<file path="src/rtl/reorder_buffer_pkg.sv">
// Core package shared by the ROB, register file and issue queue: tag sizing
// and the reserved "no tag" value.
package reorder_buffer_pkg;
  localparam int ROB_ENTRY_WIDTH = 5;
  localparam int DEPTH = (1 << ROB_ENTRY_WIDTH) - 1;
  localparam logic [ROB_ENTRY_WIDTH-1:0] NULL_TAG = '0;
  localparam int DATA_WIDTH = 32;
  localparam int REG_WIDTH = 5;
endpackage

</file>
<file path="src/rtl/rob_ptr_inc.sv">
// Wrapping pointer increment over tags 1..2^W-1; tag 0 is reserved and skipped.
module rob_ptr_inc #(
  parameter int W = 5
) (
  input  logic [W-1:0] ptr,
  output logic [W-1:0] next
);
  // the last valid tag is all ones, so wrap straight back to 1
  localparam logic [W-1:0] LAST = {W{1'b1}};

  assign next = (ptr == LAST) ? W'(1) : ptr + W'(1);
endmodule

</file>
<file path="src/rtl/reorder_buffer.sv">
// In-order commit reorder buffer: allocate at tail, fill from the CDB,
// retire one ready entry per cycle from head.
module reorder_buffer
  import reorder_buffer_pkg::*;
#(
  parameter int ROB_Entry_WIDTH = ROB_ENTRY_WIDTH
) (
  input  logic                       clk,
  input  logic                       rst,
  input  logic                       flush,
  input  logic                       alloc_valid,
  input  logic [REG_WIDTH-1:0]       alloc_drindex,
  output logic                       alloc_ready,
  output logic [ROB_Entry_WIDTH-1:0] alloc_roben,
  input  logic                       cdb_valid,
  input  logic [ROB_Entry_WIDTH-1:0] cdb_roben,
  input  logic [DATA_WIDTH-1:0]      cdb_data,
  input  logic [ROB_Entry_WIDTH-1:0] rd_roben1,
  input  logic [ROB_Entry_WIDTH-1:0] rd_roben2,
  output logic                       rd_ready1,
  output logic                       rd_ready2,
  output logic [DATA_WIDTH-1:0]      rd_data1,
  output logic [DATA_WIDTH-1:0]      rd_data2,
  output logic                       commit_wen,
  output logic [ROB_Entry_WIDTH-1:0] commit_roben,
  output logic [REG_WIDTH-1:0]       commit_drindex,
  output logic [DATA_WIDTH-1:0]      commit_data,
  output logic [ROB_Entry_WIDTH-1:0] count
);
  localparam int W = ROB_Entry_WIDTH;
  localparam int N = 1 << W;
  localparam logic [W-1:0] FULL = {W{1'b1}};
  localparam logic [W-1:0] NO_TAG = W'(NULL_TAG);

  // slot 0 exists only so any tag indexes safely; it is never made busy
  logic [N-1:0]           busy;
  logic [N-1:0]           ready;
  logic [REG_WIDTH-1:0]   drindex [N];
  logic [DATA_WIDTH-1:0]  data    [N];
  logic [W-1:0]           head, tail, head_next, tail_next;
  logic                   alloc_fire, commit_fire, cdb_hit;

  rob_ptr_inc #(.W(W)) u_head_inc (.ptr(head), .next(head_next));
  rob_ptr_inc #(.W(W)) u_tail_inc (.ptr(tail), .next(tail_next));

  assign alloc_ready = (count != FULL) && !flush;
  assign alloc_roben = tail;
  assign alloc_fire  = alloc_valid && alloc_ready;
  assign commit_fire = busy[head] && ready[head];
  assign cdb_hit     = cdb_valid && (cdb_roben != NO_TAG) && busy[cdb_roben] && !ready[cdb_roben];

  always_ff @(posedge clk or posedge rst) begin
    if (rst) begin
      busy           <= '0;
      ready          <= '0;
      head           <= W'(1);
      tail           <= W'(1);
      count          <= '0;
      commit_wen     <= 1'b0;
      commit_roben   <= '0;
      commit_drindex <= '0;
      commit_data    <= '0;
    end else if (flush) begin
      busy       <= '0;
      ready      <= '0;
      head       <= W'(1);
      tail       <= W'(1);
      count      <= '0;
      commit_wen <= 1'b0;
    end else begin
      if (cdb_hit) ready[cdb_roben] <= 1'b1;
      if (commit_fire) begin
        commit_wen     <= 1'b1;
        commit_roben   <= head;
        commit_drindex <= drindex[head];
        commit_data    <= data[head];
        busy[head]     <= 1'b0;
        ready[head]    <= 1'b0;
        head           <= head_next;
      end else begin
        commit_wen <= 1'b0;
      end
      // head==tail with a busy head means full, so alloc never collides with commit
      if (alloc_fire) begin
        busy[tail]  <= 1'b1;
        ready[tail] <= 1'b0;
        tail        <= tail_next;
      end
      if (alloc_fire && !commit_fire) count <= count + W'(1);
      else if (commit_fire && !alloc_fire) count <= count - W'(1);
    end
  end

  // payload needs no reset: busy/ready gate every use of it
  always_ff @(posedge clk) begin
    if (alloc_fire) drindex[tail] <= alloc_drindex;
    if (cdb_hit) data[cdb_roben] <= cdb_data;
  end

  function automatic logic [DATA_WIDTH:0] lookup(input logic [W-1:0] tag);
    logic [DATA_WIDTH:0] r;
    r = '0;
    if (tag != NO_TAG && busy[tag]) begin
      if (cdb_valid && cdb_roben == tag) r = {1'b1, cdb_data};
      else if (ready[tag]) r = {1'b1, data[tag]};
    end
    return r;
  endfunction

  always_comb begin
    {rd_ready1, rd_data1} = lookup(rd_roben1);
    {rd_ready2, rd_data2} = lookup(rd_roben2);
  end
endmodule

</file>
<file path="config.mk">
export PLATFORM = sky130hd
export DESIGN_NAME = reorder_buffer
export DESIGN_NICKNAME = d
export VERILOG_FILES = /design/src/rtl/reorder_buffer_pkg.sv /design/src/rtl/rob_ptr_inc.sv /design/src/rtl/reorder_buffer.sv
export SDC_FILE = /design/constraint.sdc
export NUM_CORES = 2
export LEC_CHECK = 0
export CAP_MARGIN = 0
export CORE_ASPECT_RATIO = 0.7
export CORE_MARGIN = 1
export CORE_UTILIZATION = 38
export DETAILED_ROUTE_END_ITERATION = 16
export GPL_TIMING_DRIVEN = 0
export PLACE_DENSITY = 0.62
export SYNTH_ARGS = -nofsm -noshare
export SYNTH_HDL_FRONTEND = slang
export SYNTH_HIERARCHICAL = 1
export SYNTH_SLANG_ARGS = --single-unit
</file>
<file path="constraint.sdc">
create_clock -name clk -period 12.52 [get_ports clk]
set_clock_uncertainty 0.05 [all_clocks]
set_input_delay 2.504 -clock clk [delete_from_list [all_inputs] [get_ports clk]]
set_output_delay 2.504 -clock clk [all_outputs]
set_load 0.05 [all_outputs]
</file>
After elaboration in Yosys (flattened, before gate mapping)

Memories as Yosys holds them, arrays and structs flattened. A register that Yosys moved wholly into a read port is not among the register bits.
Cells that the tools add are included.

Register bits: 85
RAM bits: 1184
Input port bits: 57
Logic and storage cells: 113
Memories: 2

$add $sub $neg: 4
Magnitude comparators: 8
Equal/unequal tests: 5
Multiplexer cells: 53
Bitwise operators: 8
Reductions and logical operators: 26

Memory list:

| name    | depth | bits a word | rd ports | clocked after memory_dff | wr ports | line                 | text |
|---|---|---|---|---|---|---|---|
| data    | 32    | 32          | 3        | 1                        | 1        | reorder_buffer.sv:39 | `logic [DATA_WIDTH-1:0] data [N];` |
| drindex | 32    | 5           | 1        | 1                        | 1        | reorder_buffer.sv:38 | `logic [REG_WIDTH-1:0] drindex [N];` |

Operators by type and width:

| kind                  | number |
|---|---|
| $mux W32              | 10 |
| $mux W33              | 6 |
| $and A32 B32 Y32      | 3 |
| $not A32 Y32          | 2 |
| $or A32 B32 Y32       | 2 |
| $mux W5               | 9 |
| $bmux W1 S5           | 8 |
| $lt A5 B6 Y1 const B  | 5 |
| $mux W1               | 17 |
| $add A5 B1 Y5 const B | 3 |
| $demux W1 S5          | 3 |
| $ge A5 B1 Y1 const B  | 3 |
| $logic_and A1 B1 Y1   | 15 |
| $reduce_bool A5 Y1    | 3 |
| $eq A5 B5 Y1          | 2 |
| $eq A5 B5 Y1 const B  | 2 |
| $ne A5 B5 Y1 const B  | 1 |
| $sub A5 B1 Y5 const B | 1 |
| $logic_not A1 Y1      | 4 |
| $reduce_bool A2 Y1    | 2 |
| $reduce_bool A3 Y1    | 1 |
| $reduce_and A2 Y1     | 1 |
| $not A1 Y1            | 1 |

Depth between registers and ports, before layout

Depth after elaboration: 13
Gate-level depth with buffers: 14

By module

Netlist, hierarchy kept.

Modules (own cells, without submodules):

| module         | instances | cells an instance | area an instance (um^2) | sequential area each (um^2) |
|---|---|---|---|---|
| reorder_buffer | 1         | 3631              | 69003.7                 | 38609.5 |
| rob_ptr_inc    | 2         | 10                | 86.3                    | 0.0 |

Least setup slack after synthesis

OpenSTA, ideal clock, no wires.

Kind: input to output
Start point: input rd_roben2[0]
End point: output rd_data2[23]
Arrival time: 5.470 ns
Data required time: 9.966 ns
Setup slack: 4.496 ns
Stages: 12
Buffers on the path: 6
Cell sequence: buf_2 buf_4 buf_2 buf_2 buf_2 xnor2_1 nand3_1 nand2_1 and3b_1 a31oi_2 buf_2 a211oi_1

Longest elaborated chain between the ends: 5
Elaborated cells between the ends (all ways): 12

Ends and longest elaborated chain:

| element                       | line                  | text |
|---|---|---|
| from (decl)                   | reorder_buffer.sv:19  | `input logic [ROB_Entry_WIDTH-1:0] rd_roben2,` |
| $bmux W1 S5                   | reorder_buffer.sv:105 | `else if (ready[tag]) r = {1'b1, data[tag]};` |
| $mux W1 (implied by the code) | reorder_buffer.sv:105 |  |
| $mux W33                      | reorder_buffer.sv:105 |  |
| $mux W33                      | reorder_buffer.sv:104 | `if (cdb_valid && cdb_roben == tag) r = {1'b1, cdb_data};` |
| $mux W33 *                    | reorder_buffer.sv:103 | `if (tag != NO_TAG && busy[tag]) begin` |
| to (decl)                     | reorder_buffer.sv:23  | `output logic [DATA_WIDTH-1:0] rd_data2,` |

Every way passes the cells marked *; elsewhere a longest branch is shown, timed or not. The select of a mux whose other input is x is not followed.

Worst setup path after layout

Start point: input rd_roben1[1]
End point: output rd_data1[25]

Longest elaborated chain between the ends: 5
Elaborated cells between the ends (all ways): 12

Ends and longest elaborated chain:

| element                       | line                  | text |
|---|---|---|
| from (decl)                   | reorder_buffer.sv:18  | `input logic [ROB_Entry_WIDTH-1:0] rd_roben1,` |
| $bmux W1 S5                   | reorder_buffer.sv:105 |  |
| $mux W1 (implied by the code) | reorder_buffer.sv:105 |  |
| $mux W33                      | reorder_buffer.sv:105 |  |
| $mux W33                      | reorder_buffer.sv:104 |  |
| $mux W33 *                    | reorder_buffer.sv:103 |  |
| to (decl)                     | reorder_buffer.sv:22  | `output logic [DATA_WIDTH-1:0] rd_data1,` |

Marked as above.

==> results.sh <==
export IMPL_cts_htree_levels=4
export IMPL_synth_top_cell_by_area="edfxtp_1"
export IMPL_dpl_hpwl_mm=225
export IMPL_cts_resized=0
export IMPL_syn_inst=3651
export IMPL_drive_gt1_share_pct=38.4
export IMPL_die_h_um=359
export IMPL_grt_pass1_vias=45993
export IMPL_clkSinkCount=1306
export IMPL_p_leak_uw=0.0262
export IMPL_grt_pass1_wl_mm=423
export IMPL_hold_buffers=0
export IMPL_clkTransAtPathRegs_ns=0.07
export IMPL_viasPerCell=7.47
export IMPL_antenna_found_initial=23
export IMPL_startpoint_type="input port"
export IMPL_p_per_area_nw_per_um2=123
export IMPL_setup_tns_ns=0
export IMPL_die_w_um=512
export IMPL_status="complete, but fails checks"
export IMPL_grt_max_degree=92
export IMPL_core_um2=180000
export IMPL_route_detailed_drc=0
export IMPL_vias=49433
export IMPL_synth_edf_count=1184
export IMPL_setup_viol=0
export IMPL_yosysWarnings=6
export IMPL_maxCapViolations=20
export IMPL_violations="max-capacitance violations, max-slew violations"
export IMPL_crit_type="input port to primary output"
export IMPL_synthTopCellsByArea="edfxtp_1 51%, mux4_2 32%, dfrtp_1 4.3%, mux2i_1 2.0%, clkbuf_1 0.93%"
export IMPL_setup_ws_ns=0.714
export IMPL_postCtsSetupBuffers=0
export IMPL_dieArea_um2=184000
export IMPL_fin_cells=6616
export IMPL_root_buffer="clkbuf_16"
export IMPL_synth_seq_area_share_pct=55.8
export IMPL_place_inst=6358
export IMPL_reg2reg_from="head[2]"
export IMPL_pre_cts_slack_ns=1.05
export IMPL_nFillCells=15320
export IMPL_hold_class="flip-flop to flip-flop"
export IMPL_synth_top_area_share_pct=51.4
export IMPL_drv_slew=179
export IMPL_routed_wl_mm=323
export IMPL_slew_headroom_pct=-14.0
export IMPL_synth_ff_type="edfxtp_1"
export IMPL_port_buffers=164
export IMPL_avgSynthCellArea_um2=18.9
export IMPL_wl_per_cell_um=48.8
export IMPL_min_delay_start="commit_roben[4]"
export IMPL_ir_drop_mv=0.139
export IMPL_async_flop_share_pct=9.34
export IMPL_syn2layout_area_growth_pct=16.1
export IMPL_grt_overflow=0
export IMPL_drtAntennaViolNets=0
export IMPL_cp_end_kind="primary output"
export IMPL_period_share_pct=94.3
export IMPL_fp_row_count=130
export IMPL_cp_startpoint="rd_roben1[1]"
export IMPL_tightest_slew_ns=1.71
export IMPL_place_gp_congestion=0.987
export IMPL_timing_critical_path_required_ns=9.97
export IMPL_worst_path_max_fanout=10
export IMPL_grt_usage_pct=34.7
export IMPL_io_pins=177
export IMPL_rsz0062_at_grt="no"
export IMPL_arrival_ns=9.25
export IMPL_drtIter0Drc=10488
export IMPL_ys_ff_latch=1306
export IMPL_final_cell_mix="1184 x edfxtp_1, 993 x mux4_2, 164 x clkdlybuf4s50_1"
export IMPL_cts_made_buffers=134
export IMPL_fmax_ghz=0.0847
export IMPL_clkLatencyLatePin_ns=0.82
export IMPL_synthesis_area_um2=69200
export IMPL_nets=4185
export IMPL_clock_path_buffers=3
export IMPL_first_pass_iters=6
export IMPL_synth_cell_type_count=76
export IMPL_final_min_clock_period_ns=11.81
export IMPL_hold_violations=0
export IMPL_final_common_cell="edfxtp_1"
export IMPL_initial_core_util_pct=38.4
export IMPL_cts_tree="yes"
==> synthesized netlist by cell type, types with 9 or more instances <==
| cell | n |
|---|---|
| nor2_1 | 170 |
| clkbuf_1 | 172 |
| o32ai_1 | 9 |
| buf_2 | 127 |
| nand2b_1 | 13 |
| o211ai_1 | 9 |
| nand3_1 | 21 |
| nor3_1 | 18 |
| mux4_2 | 993 |
| and3_1 | 17 |
| a22oi_1 | 46 |
| dfrtp_1 | 120 |
| nor4_1 | 26 |
| a221oi_1 | 20 |
| a211oi_1 | 70 |
| nand2_1 | 106 |
| a22o_1 | 21 |
| o21ai_0 | 65 |
| xor2_1 | 9 |
| mux2_2 | 14 |
| a31oi_1 | 19 |
| o22ai_1 | 26 |
| inv_1 | 28 |
| a31o_2 | 10 |
| or2_2 | 9 |
| a21oi_1 | 26 |
| edfxtp_1 | 1184 |
| nor2b_1 | 9 |
| buf_1 | 27 |
| mux2i_1 | 141 |
==> stage by stage <==
stage	hold WS, ns	total power (uW)	util [%]	cell area [um2]
2_1_floorplan	0.453	5440	-	69300
3_3_place_gp	0.417	5800	41.0	73900
3_5_place_dp	0.422	5820	42.2	76000
4_1_cts	0.437	9800	44.6	80300
5_1_grt	0.459	10000	44.6	80300
6_report	0.430	9880	44.6	80300
==> critical path: stages <==
cell             delay [ns]
clkdlybuf4s50_1        0.63
buf_2                  0.32
buf_2                  0.45
buf_1                  0.92
xnor2_1                0.24
nand3_1                0.23
clkbuf_1               1.10
clkbuf_1               0.95
nor2_1                 0.08
a211oi_1               0.81
clkdlybuf4s50_1        0.96
==> sequential cells by signal, indices dropped and copies added (netlist names) <==
signal          cells
data             1024
drindex           160
busy               32
commit_data        32
ready              32
alloc_roben         5
commit_drindex      5
commit_roben        5
count               5
head                5
commit_wen          1
==> report_power, final <==
group | switching (uW) | total [uW] | internal (uW)
clock network | 1860 | 4120 | 2260
registers | 37.6 | 4840 | 4800
logic | 572 | 924 | 352
==> final timing paths <==
path / endpoint / slack, ns / cells after the start
worst min-delay path: commit_roben[4] / 0.43 / 2
worst min register to register: commit_roben[4] / 0.43 / 2
max in group asynchronous: commit_data[18] / 9.46 / 3
min in group asynchronous: head[2] / 2.03 / 2
worst max register to register: commit_drindex[4] / 7.13 / 11
worst max-delay path: rd_data1[25] / 0.71 / 11
==> routing by layer <==
layer	wire [um]	track usage [%]	share of wire, %	up-vias
li1	-	-	-	16926
met1	110000	44.1	34	26086
met2	128000	45.8	40	5322
met3	63400	20.5	20	1063
met4	21000	18.8	6.5	36
met5	530	0.646	0.16	-
==> layout make-up <==
class | instances | area, um2 | area share (%)
multi-input cells | 2008 | 29300 | 36.5
well taps | 2376 | 2970 | 3.70
repair buffers | 301 | 3410 | 4.25
flip-flops and latches | 1306 | 38600 | 48.1
clock inverters | 64 | 629 | 0.783
inverters | 31 | 124 | 0.154
clock buffers | 179 | 3670 | 4.57
plain buffers | 337 | 1560 | 1.94
diodes | 14 | 35.0 | 0.0436
==> cell families (layout without fill, tap and decap cells) <==
kind of cell | after synthesis | after routing | synth area share [%]
AOI/OAI and AO/OA | 363 | 363 | 3.79
other | 1 | 46 | 0.00542
muxes | 1150 | 1150 | 34.6
xor gates and xnor gates | 14 | 14 | 0.177
and+or+nand+nor | 440 | 440 | 3.07
buffers and inverters | 368 | 912 | 2.32
adders and majority gates | 9 | 9 | 0.174
DFF | 1306 | 1306 | 55.8
No activity file was read; power rests on OpenSTA's default activity.
